**config.mk**
```make
export PLATFORM = sky130hd
export DESIGN_NAME = seq_alu
export DESIGN_NICKNAME = d
export VERILOG_FILES = /design/src/rtl/seq_alu.sv
export SDC_FILE = /design/constraint.sdc
export NUM_CORES = 1
export LEC_CHECK = 0
export CORE_ASPECT_RATIO = 1.25
export CORE_MARGIN = 3
export CORE_UTILIZATION = 45
export DETAILED_ROUTE_END_ITERATION = 6
export SLEW_MARGIN = 5
export SYNTH_ARGS = -nofsm -noshare
export SYNTH_HDL_FRONTEND = slang
export SYNTH_SLANG_ARGS = --single-unit
```
**constraint.sdc**
```tcl
create_clock -name clk -period 3.72 [get_ports clk]
set_input_delay 0.93 -clock clk [delete_from_list [all_inputs] [get_ports clk]]
set_output_delay 0.93 -clock clk [all_outputs]
set_load 0.005 [all_outputs]
```
**src/rtl/seq_alu.sv**
```systemverilog
// +----------------------------------------------------------------------------+
// | seq_alu : multi-cycle integer ALU with valid/ready in/out handshakes.       |
// |   imul/idiv(/irem) iterate one bit per cycle; macro SEQ_ALU_IREM_EN adds   |
// |   opcode F = unsigned remainder.                                           |
// | Revision: 1.0 - initial release                                            |
// +----------------------------------------------------------------------------+
`default_nettype none
`timescale 1ns/1ps

module seq_alu #(
  parameter int WIDTH = 16,
  parameter int CNT_W = $clog2(WIDTH) + 1
) (
  input  logic             clk,
  input  logic             rst,
  input  logic             in_valid,
  output logic             in_ready,
  input  logic [3:0]       alu_op,
  input  logic [WIDTH-1:0] a,
  input  logic [WIDTH-1:0] b,
  output logic             out_valid,
  input  logic             out_ready,
  output logic [WIDTH-1:0] c,
  output logic             ofl,
  output logic             err
);

  localparam logic [1:0] S_IDLE = 2'd0;
  localparam logic [1:0] S_BUSY = 2'd1;
  localparam logic [1:0] S_DONE = 2'd2;

  localparam logic [3:0] c_OP_LEFT = 4'h0;
  localparam logic [3:0] c_OP_IADD = 4'h1;
  localparam logic [3:0] c_OP_ISUB = 4'h2;
  localparam logic [3:0] c_OP_IMUL = 4'h3;
  localparam logic [3:0] c_OP_IDIV = 4'h4;
  localparam logic [3:0] c_OP_BAND = 4'h9;
  localparam logic [3:0] c_OP_BIOR = 4'hA;
  localparam logic [3:0] c_OP_BXOR = 4'hB;
  localparam logic [3:0] c_OP_ISHL = 4'hC;
`ifdef SEQ_ALU_IREM_EN
  localparam logic [3:0] c_OP_IREM = 4'hF;
`endif

  localparam logic [WIDTH-1:0] c_WIDTH_V = WIDTH'(WIDTH);
  localparam logic [CNT_W-1:0] c_CNT_LOAD = CNT_W'(WIDTH);
  localparam logic [CNT_W-1:0] c_CNT_LAST = CNT_W'(1);

  logic [1:0]       r_state;
  logic [1:0]       w_next_state;
  logic [3:0]       r_op;
  logic [WIDTH-1:0] r_hi;
  logic [WIDTH-1:0] r_lo;
  logic [WIDTH-1:0] r_b;
  logic [WIDTH-1:0] r_c;
  logic             r_ofl;
  logic             r_err;
  logic [CNT_W-1:0] r_cnt;

  logic             w_accept;
  logic             w_is_multi;
  logic [WIDTH-1:0] w_c;
  logic             w_ofl;
  logic             w_err;
  logic [WIDTH-1:0] w_add;
  logic [WIDTH-1:0] w_sub;
  logic             w_b_neg;
  logic [WIDTH-1:0] w_b_mag;
  logic [WIDTH-1:0] w_shl;

  logic [WIDTH:0]   w_sum;
  logic [WIDTH-1:0] w_mul_hi;
  logic [WIDTH-1:0] w_mul_lo;
  logic [WIDTH:0]   w_shift;
  logic             w_ge;
  logic [WIDTH-1:0] w_div_hi;
  logic [WIDTH-1:0] w_div_lo;
  logic [WIDTH-1:0] w_step_hi;
  logic [WIDTH-1:0] w_step_lo;
  logic [WIDTH-1:0] w_fin_c;
  logic             w_fin_ofl;

  assign w_accept = in_valid && in_ready;
  assign w_add    = a + b;
  assign w_sub    = a - b;
  // Negating the most-negative shift count leaves it unchanged, still >= WIDTH.
  assign w_b_neg  = b[WIDTH-1];
  assign w_b_mag  = w_b_neg ? (~b + 1'b1) : b;
  assign w_shl    = (w_b_mag >= c_WIDTH_V) ? '0 :
                    (w_b_neg ? (a >> w_b_mag) : (a << w_b_mag));

  always_comb begin
    w_c        = '0;
    w_ofl      = 1'b0;
    w_err      = 1'b0;
    w_is_multi = 1'b0;
    case (alu_op)
      c_OP_LEFT: w_c = a;
      c_OP_IADD: begin
        w_c   = w_add;
        w_ofl = (a[WIDTH-1] == b[WIDTH-1]) && (w_add[WIDTH-1] != a[WIDTH-1]);
      end
      c_OP_ISUB: begin
        w_c   = w_sub;
        w_ofl = (a[WIDTH-1] != b[WIDTH-1]) && (w_sub[WIDTH-1] != a[WIDTH-1]);
      end
      c_OP_IMUL: w_is_multi = 1'b1;
      c_OP_IDIV: begin
        if (b == '0) begin
          w_err = 1'b1;
          w_c   = '1;
        end else begin
          w_is_multi = 1'b1;
        end
      end
      c_OP_BAND: w_c = a & b;
      c_OP_BIOR: w_c = a | b;
      c_OP_BXOR: w_c = a ^ b;
      c_OP_ISHL: w_c = w_shl;
`ifdef SEQ_ALU_IREM_EN
      c_OP_IREM: begin
        if (b == '0) begin
          w_err = 1'b1;
          w_c   = a;
        end else begin
          w_is_multi = 1'b1;
        end
      end
`endif
      default: w_err = 1'b1;
    endcase
  end

  // r_hi/r_lo hold {partial product, multiplier} or {remainder, dividend/quotient}.
  assign w_sum     = {1'b0, r_hi} + (r_lo[0] ? {1'b0, r_b} : '0);
  assign w_mul_hi  = w_sum[WIDTH:1];
  assign w_mul_lo  = {w_sum[0], r_lo[WIDTH-1:1]};
  assign w_shift   = {r_hi, r_lo[WIDTH-1]};
  assign w_ge      = w_shift >= {1'b0, r_b};
  assign w_div_hi  = w_ge ? (w_shift[WIDTH-1:0] - r_b) : w_shift[WIDTH-1:0];
  assign w_div_lo  = {r_lo[WIDTH-2:0], w_ge};
  assign w_step_hi = (r_op == c_OP_IMUL) ? w_mul_hi : w_div_hi;
  assign w_step_lo = (r_op == c_OP_IMUL) ? w_mul_lo : w_div_lo;

  always_comb begin
    w_fin_c   = w_div_lo;
    w_fin_ofl = 1'b0;
    if (r_op == c_OP_IMUL) begin
      w_fin_c   = w_mul_lo;
      w_fin_ofl = |w_mul_hi;
    end
`ifdef SEQ_ALU_IREM_EN
    else if (r_op == c_OP_IREM) begin
      w_fin_c = w_div_hi;
    end
`endif
  end

  always_ff @(posedge clk or posedge rst) begin
    if (rst) begin
      r_state <= S_IDLE;
    end else begin
      r_state <= w_next_state;
    end
  end

  always_comb begin
    w_next_state = r_state;
    case (r_state)
      S_IDLE: if (w_accept) w_next_state = w_is_multi ? S_BUSY : S_DONE;
      S_BUSY: if (r_cnt == c_CNT_LAST) w_next_state = S_DONE;
      S_DONE: if (out_ready) w_next_state = S_IDLE;
      default: w_next_state = S_IDLE;
    endcase
  end

  always_comb begin
    in_ready  = (r_state == S_IDLE);
    out_valid = (r_state == S_DONE);
  end

  always_ff @(posedge clk or posedge rst) begin
    if (rst) begin
      r_op  <= '0;
      r_hi  <= '0;
      r_lo  <= '0;
      r_b   <= '0;
      r_c   <= '0;
      r_ofl <= 1'b0;
      r_err <= 1'b0;
      r_cnt <= '0;
    end else begin
      case (r_state)
        S_IDLE: begin
          if (w_accept) begin
            r_op <= alu_op;
            if (w_is_multi) begin
              r_hi  <= '0;
              r_lo  <= a;
              r_b   <= b;
              r_cnt <= c_CNT_LOAD;
            end else begin
              r_c   <= w_c;
              r_ofl <= w_ofl;
              r_err <= w_err;
            end
          end
        end
        S_BUSY: begin
          r_hi  <= w_step_hi;
          r_lo  <= w_step_lo;
          r_cnt <= r_cnt - 1'b1;
          if (r_cnt == c_CNT_LAST) begin
            r_c   <= w_fin_c;
            r_ofl <= w_fin_ofl;
            r_err <= 1'b0;
          end
        end
        default: ;
      endcase
    end
  end

  assign c   = r_c;
  assign ofl = r_ofl;
  assign err = r_err;

endmodule

`default_nettype wire

```
==> results of run 1 <==
==> routing by layer <==
layer	share of wire (%)	track usage (%)	up-vias	wire (um)
li1	-	-	5055	-
met1	38	37.88	5267	14820
met2	49	58.43	464	19500
met3	5.7	4.026	139	2255
met4	7.2	21.83	0	2831
met5	0	0	-	0
==> power by group through the flow <==
| stage | Sequential, W | Clock (W) | Combinational (W) |
|---|---|---|---|
| floorplan | 0.00146 | 0 | 0.00279 |
| global placement | 0.00155 | 0 | 0.00412 |
| detailed placement | 0.00156 | 0 | 0.00417 |
| CTS | 0.00155 | 0.000940 | 0.00422 |
| global route | 0.00159 | 0.000971 | 0.00471 |
| finish | 0.00155 | 0.000931 | 0.00428 |
==> tightest hold or removal path: stages (launching register included) <==
cell	delay, ns
dfrtp_1	0.37
nand2_1	0.05
o21ai_0	0.06
==> through the flow <==
stage | util [%] | area [um^2] | setup TNS, ns | total power [W] | hold WS, ns
floorplan | - | 9874 | -0.004406 | 0.004243 | 0.4705
global placement | 57.72 | 12190 | -7.770 | 0.005667 | 0.4901
detailed placement | 57.72 | 12190 | -10.65 | 0.005727 | 0.4951
CTS | 59.48 | 12560 | 0 | 0.006701 | 0.5108
global route | 59.97 | 12660 | -0.001250 | 0.007271 | 0.5500
finish | 59.97 | 12660 | 0 | 0.006763 | 0.5125
==> how the worst min path moves through the flow <==
stage	start	end	slack [ns]	depth (start not counted)
floorplan	r_lo[12]	r_lo[12]	0.47	2
global placement	r_lo[13]	r_lo[13]	0.49	2
detailed placement	r_lo[4]	r_lo[4]	0.50	2
CTS	r_lo[4]	r_lo[4]	0.51	2
global route	r_lo[11]	r_lo[11]	0.55	2
finish	r_lo[4]	r_lo[4]	0.51	2
==> timing repair <==
item,4_1_cts,5_1_grt
pin swaps,3,6
gates resized for setup,12,22
gates cloned,0,0
endpoints found under the setup margin,12,17
setup buffers,1,3
==> registers in the layout (all words and copies together) (netlist names) <==
| signal | cells |
|---|---|
| r_hi | 16 |
| err | 1 |
| c | 16 |
| r_lo | 16 |
| r_op | 4 |
| r_cnt | 5 |
| ofl | 1 |
| r_state | 2 |
| r_b | 16 |
==> cells in the final DEF (no fill, tap or decap), types with 19 or more instances in the layout <==
cell type / n
o211ai_1: 23
nor2_1: 105
mux4_2: 22
mux2i_1: 29
nand3_1: 19
nand2_1: 138
ha_1: 79
inv_1: 71
a21oi_1: 109
dfrtp_1: 77
xor2_1: 19
xnor2_1: 23
buf_4: 216
and2_1: 21
o21ai_0: 89
clkdlybuf4s50_1: 54
nor3_1: 24
==> cell families after synthesis <==
| kind of cell | after synthesis | synth area share [%] |
|---|---|---|
| compound gates | 416 | 27.89 |
| xor+xnor | 45 | 4.247 |
| fa+ha+maj | 87 | 11.40 |
| buf+inv | 169 | 7.002 |
| flops | 77 | 19.64 |
| mux | 60 | 9.004 |
| simple gates | 416 | 20.81 |
==> layout make-up <==
class,instances,share of cell area (%)
sequential,77,15.22
multi-input combinational,1024,58.51
clock buffer,10,1.808
timing repair buffer,285,18.92
inverter,75,2.292
clock inverter,6,0.5435
tap,274,2.708
==> out/qor.yml, run 1 <==
cts:
  cts_root_buf: "clkbuf_16"
  cts_sinks: 77
  cts_buffers: 9
  clock_latency_ns: 0.36
  h-tree-depth: 3
  cts.clk_slew.worst_paths_ns: 0.07
  cts_max_path_buffers: 2
  cts_tree: "yes"
  cts_hold_buf: 0
power_and_ir_drop:
  p_seq_share_pct: 23.0
  switchingPower_w: 0.003058
  ir_drop_mv: 0.3172
  power.density_mw_per_mm2: 534.1
  power_frac_clock_pct: 13.8
  leakagePower_nw: 5.715
  p_sw_share_pct: 45.22
  pwr-share-comb_pct: 63.3
  p_int_w: 0.003705
yosys:
  synth_common_cells: "138 x nand2_1, 111 x a21oi_1, 106 x nor2_1, 91 x o21ai_0, 83 x ha_1"
  synth_cells: 1270
  synth.avg_cell_area_um2: 7.725
  synth_area_mm2: 0.009811
  async_flop_share_pct: 100.0
  synth_ff_type: "dfrtp_1"
  yosys-top-cells-area: "dfrtp_1 20%, ha_1 11%, a21oi_1 5.7%"
  ys_seq_area_share_pct: 19.64
  synth.net_count: 1397
  ys_seq_elements: 77
  yosysTopAreaCell: "dfrtp_1"
  synth.top_cell.area_share_pct: 19.64
  synth-edff-count: 0
  ys_warn_count: 0
  yosysMostFrequentCell: "nand2_1"
  yosysUniqueCellTypes: 90
critical_path:
  start_kind: "primary input"
  end_kind: "flip-flop"
  critical_path_arrival_ns: 3.82
  worst-path-buf-inv: 4
  crit_top_cell: "buf_4"
  crit_path_end: "c[3]"
  cp_cell_sequence: "clkdlybuf4s50_1 > buf_4 > buf_4 > nor3_4 > nand3_1 > mux2i_1 > o32a_1 > and3_1 > buf_4 > and2_4 > a31o_1 > a221oi_2 > a21oi_2"
  path_delay_family: "compound AO/OA/AOI/OAI gates"
  critPathLaunch: "b[2]"
  cpMaxStageDelayCell: "clkdlybuf4s50_1"
  r2r-end: "ofl"
  worstSetupPathType: "in2reg"
  cp.depth: 13
  crit_fanout: 7
  max_stage_delay_ns: 0.44
  r2r_cells: 14
  cp.required_ns: 3.96
  r2r-start: "r_lo[0]"
  rrSetupSlack_ns: 0.25
global_routing:
  grt_antenna_before_repair: 1
  grt_max_degree: 46
  grt_pass1_wl_mm: 61.88
  grt_pass1_vias: 10960
  gr-total-overflow: 0
  grt.total_usage_pct: 33.11
run_status:
  outcome: "complete, no violations"
detailed_routing:
  postRouteAntennaNets: 0
  first_iter_violations: 1002
  drc: 0
  drt-total-wl_mm: 39.41
  vias_per_cell: 6.239
  first_pass_iters: 5
  wl_per_cell_um: 22.51
  vias: 10930
floorplanning:
  die_h_um: 171.1
  die_area_mm2: 0.02362
  core_region_area_mm2: 0.02111
  initial_utilization_pct: 46.47
  die_w_um: 138.1
  rows: 59
  io_pins: 60
sta:
  skew_ns: 0.01529
  period_needed_ns: 3.575
  slew_violations: 0
  setup_viol: 0
  worst_pin_slew_ns: 0.7475
  max_slew_margin_pct: 50.17
  max_freq_ghz: 0.2797
  setup_ws_ns: 0.1449
  fin_crit_sh_pct: 96.10
  finalHoldViolCount: 0
cells_and_area:
  nFillCells: 2000
  finalNonFillerCells: 1751
  regArea_mm2: 0.001927
  nets: 1599
  multi_input_area_mm2: 0.007408
  antenna_cells: 0
  drive_above_1_share_pct: 22.48
  area_delta_synth_final_pct: 29.06
place:
  place_ws_ns: -0.5867
  routabilityCongestion: 1.042
  dp_cells: 1731
  port_buffers: 59
  dp_hpwl_mm: 31.13
worst_hold_path:
  holdCritPathClass: "reg2reg"
run:
  max_cap_violations: 0
(Power assumes the default switching activity.)
==> run 2, diff against run 1 <==
--- a/config.mk
+++ b/config.mk
@@ -5,10 +5,14 @@
 export SDC_FILE = /design/constraint.sdc
 export NUM_CORES = 1
 export LEC_CHECK = 0
+export CELL_PAD_IN_SITES_DETAIL_PLACEMENT = 1
+export CELL_PAD_IN_SITES_GLOBAL_PLACEMENT = 2
 export CORE_ASPECT_RATIO = 1.25
 export CORE_MARGIN = 3
-export CORE_UTILIZATION = 45
+export CORE_UTILIZATION = 37
 export DETAILED_ROUTE_END_ITERATION = 6
+export PLACE_DENSITY_LB_ADDON = 0.1
+export SETUP_SLACK_MARGIN = 0.5
 export SLEW_MARGIN = 5
 export SYNTH_ARGS = -nofsm -noshare
 export SYNTH_HDL_FRONTEND = slang
==> constraint.sdc (replaced) <==
create_clock -name clk -period 3.72 [get_ports clk]
set_input_delay 0.93 -clock clk [delete_from_list [all_inputs] [get_ports clk]]
set_output_delay 0.93 -clock clk [all_outputs]
set_load 0.1 [all_outputs]
==> out/qor.yml, run 2 (same netlist as run 1, synthesis figures left out) <==
run_status:
  outcome: "complete, no violations"
worst_hold_path:
  hold_start: "r_lo[6]"
  holdCritPathClass: "reg2reg"
sta:
  worst_pin_slew_ns: 0.9830  # +0.2355 ns
  finalHoldViolCount: 0  # unchanged
  period_needed_ns: 3.305  # -0.2702 ns
  slew_violations: 0  # unchanged
  fin_tns_setup_ns: 0  # unchanged
  max_freq_ghz: 0.3026  # +8.2%
  fin_crit_sh_pct: 88.84  # -7.3 points
  setup_viol: 0  # unchanged
  max_slew_margin_pct: 34.26  # -16 points
  rsz0062_at_grt: "yes"
  whs_ns: 0.5042  # -0.008267 ns
  skew_ns: 0.006422  # -0.008870 ns
detailed_routing:
  wl_per_cell_um: 24.87  # +10%
  vias: 11260  # +3.1%
  drt-total-wl_mm: 46.88  # +19%
  postRouteAntennaNets: 0  # unchanged
  first_pass_iters: 5  # unchanged
  first_iter_violations: 545  # -46%
  routed.top_layer: "met4"
  wl_met1_mm: 17.92  # +21%
  wl_met2_mm: 24.00  # +23%
  drc: 0  # unchanged
  vias_per_cell: 5.974  # -4.3%
  wl_met3_mm: 1.771  # -21%
place:
  routabilityCongestion: 1.033  # -0.79%
  dp_hpwl_mm: 36.44  # +17%
  post_dp_cell_area_mm2: 0.01224  # +0.41%
  port_buffers: 59  # unchanged
cts:
  cts_max_path_buffers: 2  # unchanged
  cts_tree: "yes"
  cts_root_buf: "clkbuf_16"
  cts_buffers: 9  # unchanged
  cts.clk_slew.worst_paths_ns: 0.06  # about the same
  clock_latency_ns: 0.34  # -0.02 ns
  cts_sinks: 77  # unchanged
  h-tree-depth: 3  # unchanged
cells_and_area:
  drive_above_1_share_pct: 34.78  # +12 points
  final_common_cell: "buf_4"
  layout_common_cells: "260 x buf_4, 138 x nand2_1, 99 x nor2_1"
  final_area_mm2: 0.01424  # +12%
  nets: 1667  # +4.3%
  area_delta_synth_final_pct: 45.17
power_and_ir_drop:
  p_int_w: 0.003971  # +7.2%
  power_frac_clock_pct: 11.3  # -2.5 points
  leakagePower_nw: 6.271  # +9.7%
  power.density_mw_per_mm2: 559.1  # +4.7%
  p_seq_share_pct: 19.9  # -3.1 points
  ir_drop_mv: 0.3153  # -0.62%
  switchingPower_w: 0.003992  # +31%
  p_sw_share_pct: 50.13  # +4.9 points
  pwr-share-comb_pct: 68.8  # +5.5 points
run:
  max_cap_violations: 0  # unchanged
floorplanning:
  io_pins: 60  # unchanged
  initial_utilization_pct: 37.60  # -8.9 points
  core_region_area_mm2: 0.02610  # +24%
  die_h_um: 188.1  # +9.9%
  die_area_mm2: 0.02852  # +21%
  die_w_um: 151.6  # +9.8%
  rows: 66  # +12%
critical_path:
  cp.required_ns: 3.93  # -0.03 ns
  r2r-start: "r_lo[0]"
  start_kind: "primary input"
  critPathLaunch: "b[1]"
  crit_fanout: 7  # unchanged
  critical_path_arrival_ns: 3.52  # -0.30 ns
  worstSetupPathType: "in2reg"
  end_kind: "flip-flop"
global_routing:
  grt_max_degree: 42  # -8.7%
  grt_pass1_wl_mm: 69.88  # +13%
  grt_antenna_before_repair: 1  # unchanged
  grt_pass1_vias: 11730  # +7.0%
  grt.total_usage_pct: 32.20  # -0.91 points
  gr-total-overflow: 0  # unchanged
-- run 2: changes by cell type in the layout (fill, tap and decap cells not counted), sizes merged, moves of 3 or more --
cell           delta
buf              +87
dlygate4sd2       +9
clkdlybuf4s50    -36
dlymetal6s2s      +3
clkbuf            +9
-- run 2: metrics by stage --
stage	power (W)	setup slack [ns]	instances	util, %
global route	0.008521	0.2817	1885	54.58
finish	0.007963	0.4151	1885	54.58
CTS	0.007842	0.2791	1856	52.25
detailed placement	0.006547	-0.6151	1793	46.89
floorplan	0.004999	-0.004406	1270	-
global placement	0.006435	-0.5810	1793	46.89
-- run 2: what timing repair did --
action	4_1_cts	5_1_grt
gates cloned	0	0
buffers inserted	48	28
setup endpoints to repair	54	41
gates resized for setup	206	93
pin swaps	70	38
hold buffers	0	0
-- run 2: final timing paths --
check	endpoint	slack [ns]	depth (start not counted)
min	r_lo[6]	0.50	2
max reg2reg	ofl	0.53	13
max in group asynchronous	r_b[14]	2.00	3
max	c[14]	0.42	14
min in group asynchronous	r_hi[3]	1.03	2
min reg2reg	r_lo[6]	0.50	2
-- run 2: cell type report --
cell class	count	area [um^2]
fillers	3045	11850
multi-input cells	1024	8262
repair buffers	353	3034
flip-flops and latches	77	1927
well taps	340	425.4
inverters	75	297.8
clock buffers	14	264.0
clock inverters	1	30.03
diodes	1	2.502
-- run 2: critical path, cell delays in order --
cell	delay (ns)
buf_6	0.10
inv_4	0.07
buf_12	0.13
ha_4	0.21
mux2i_4	0.23
buf_6	0.18
mux2i_4	0.27
a21oi_4	0.09
o211ai_1	0.48
o31a_1	0.22
or3_1	0.11
nand4_1	0.11
a41oi_2	0.25
a31oi_1	0.12
-- run 2: power groups by stage --
stage	clock network, W	logic, W	registers [W]
after floorplan	0	0.00286	0.00213
after global placement	0	0.00486	0.00157
after detailed placement	0	0.00496	0.00159
after CTS	0.000919	0.00534	0.00158
after global routing	0.000939	0.00595	0.00163
final	0.000898	0.00548	0.00159
-- run 2: routing by layer --
metal  track usage (%)  vias to the layer above
met5                 0                        -
met2             57.75                      349
met3             2.345                      139
met4             18.71                        0
met1             36.92                     5598
li1                  -                     5175
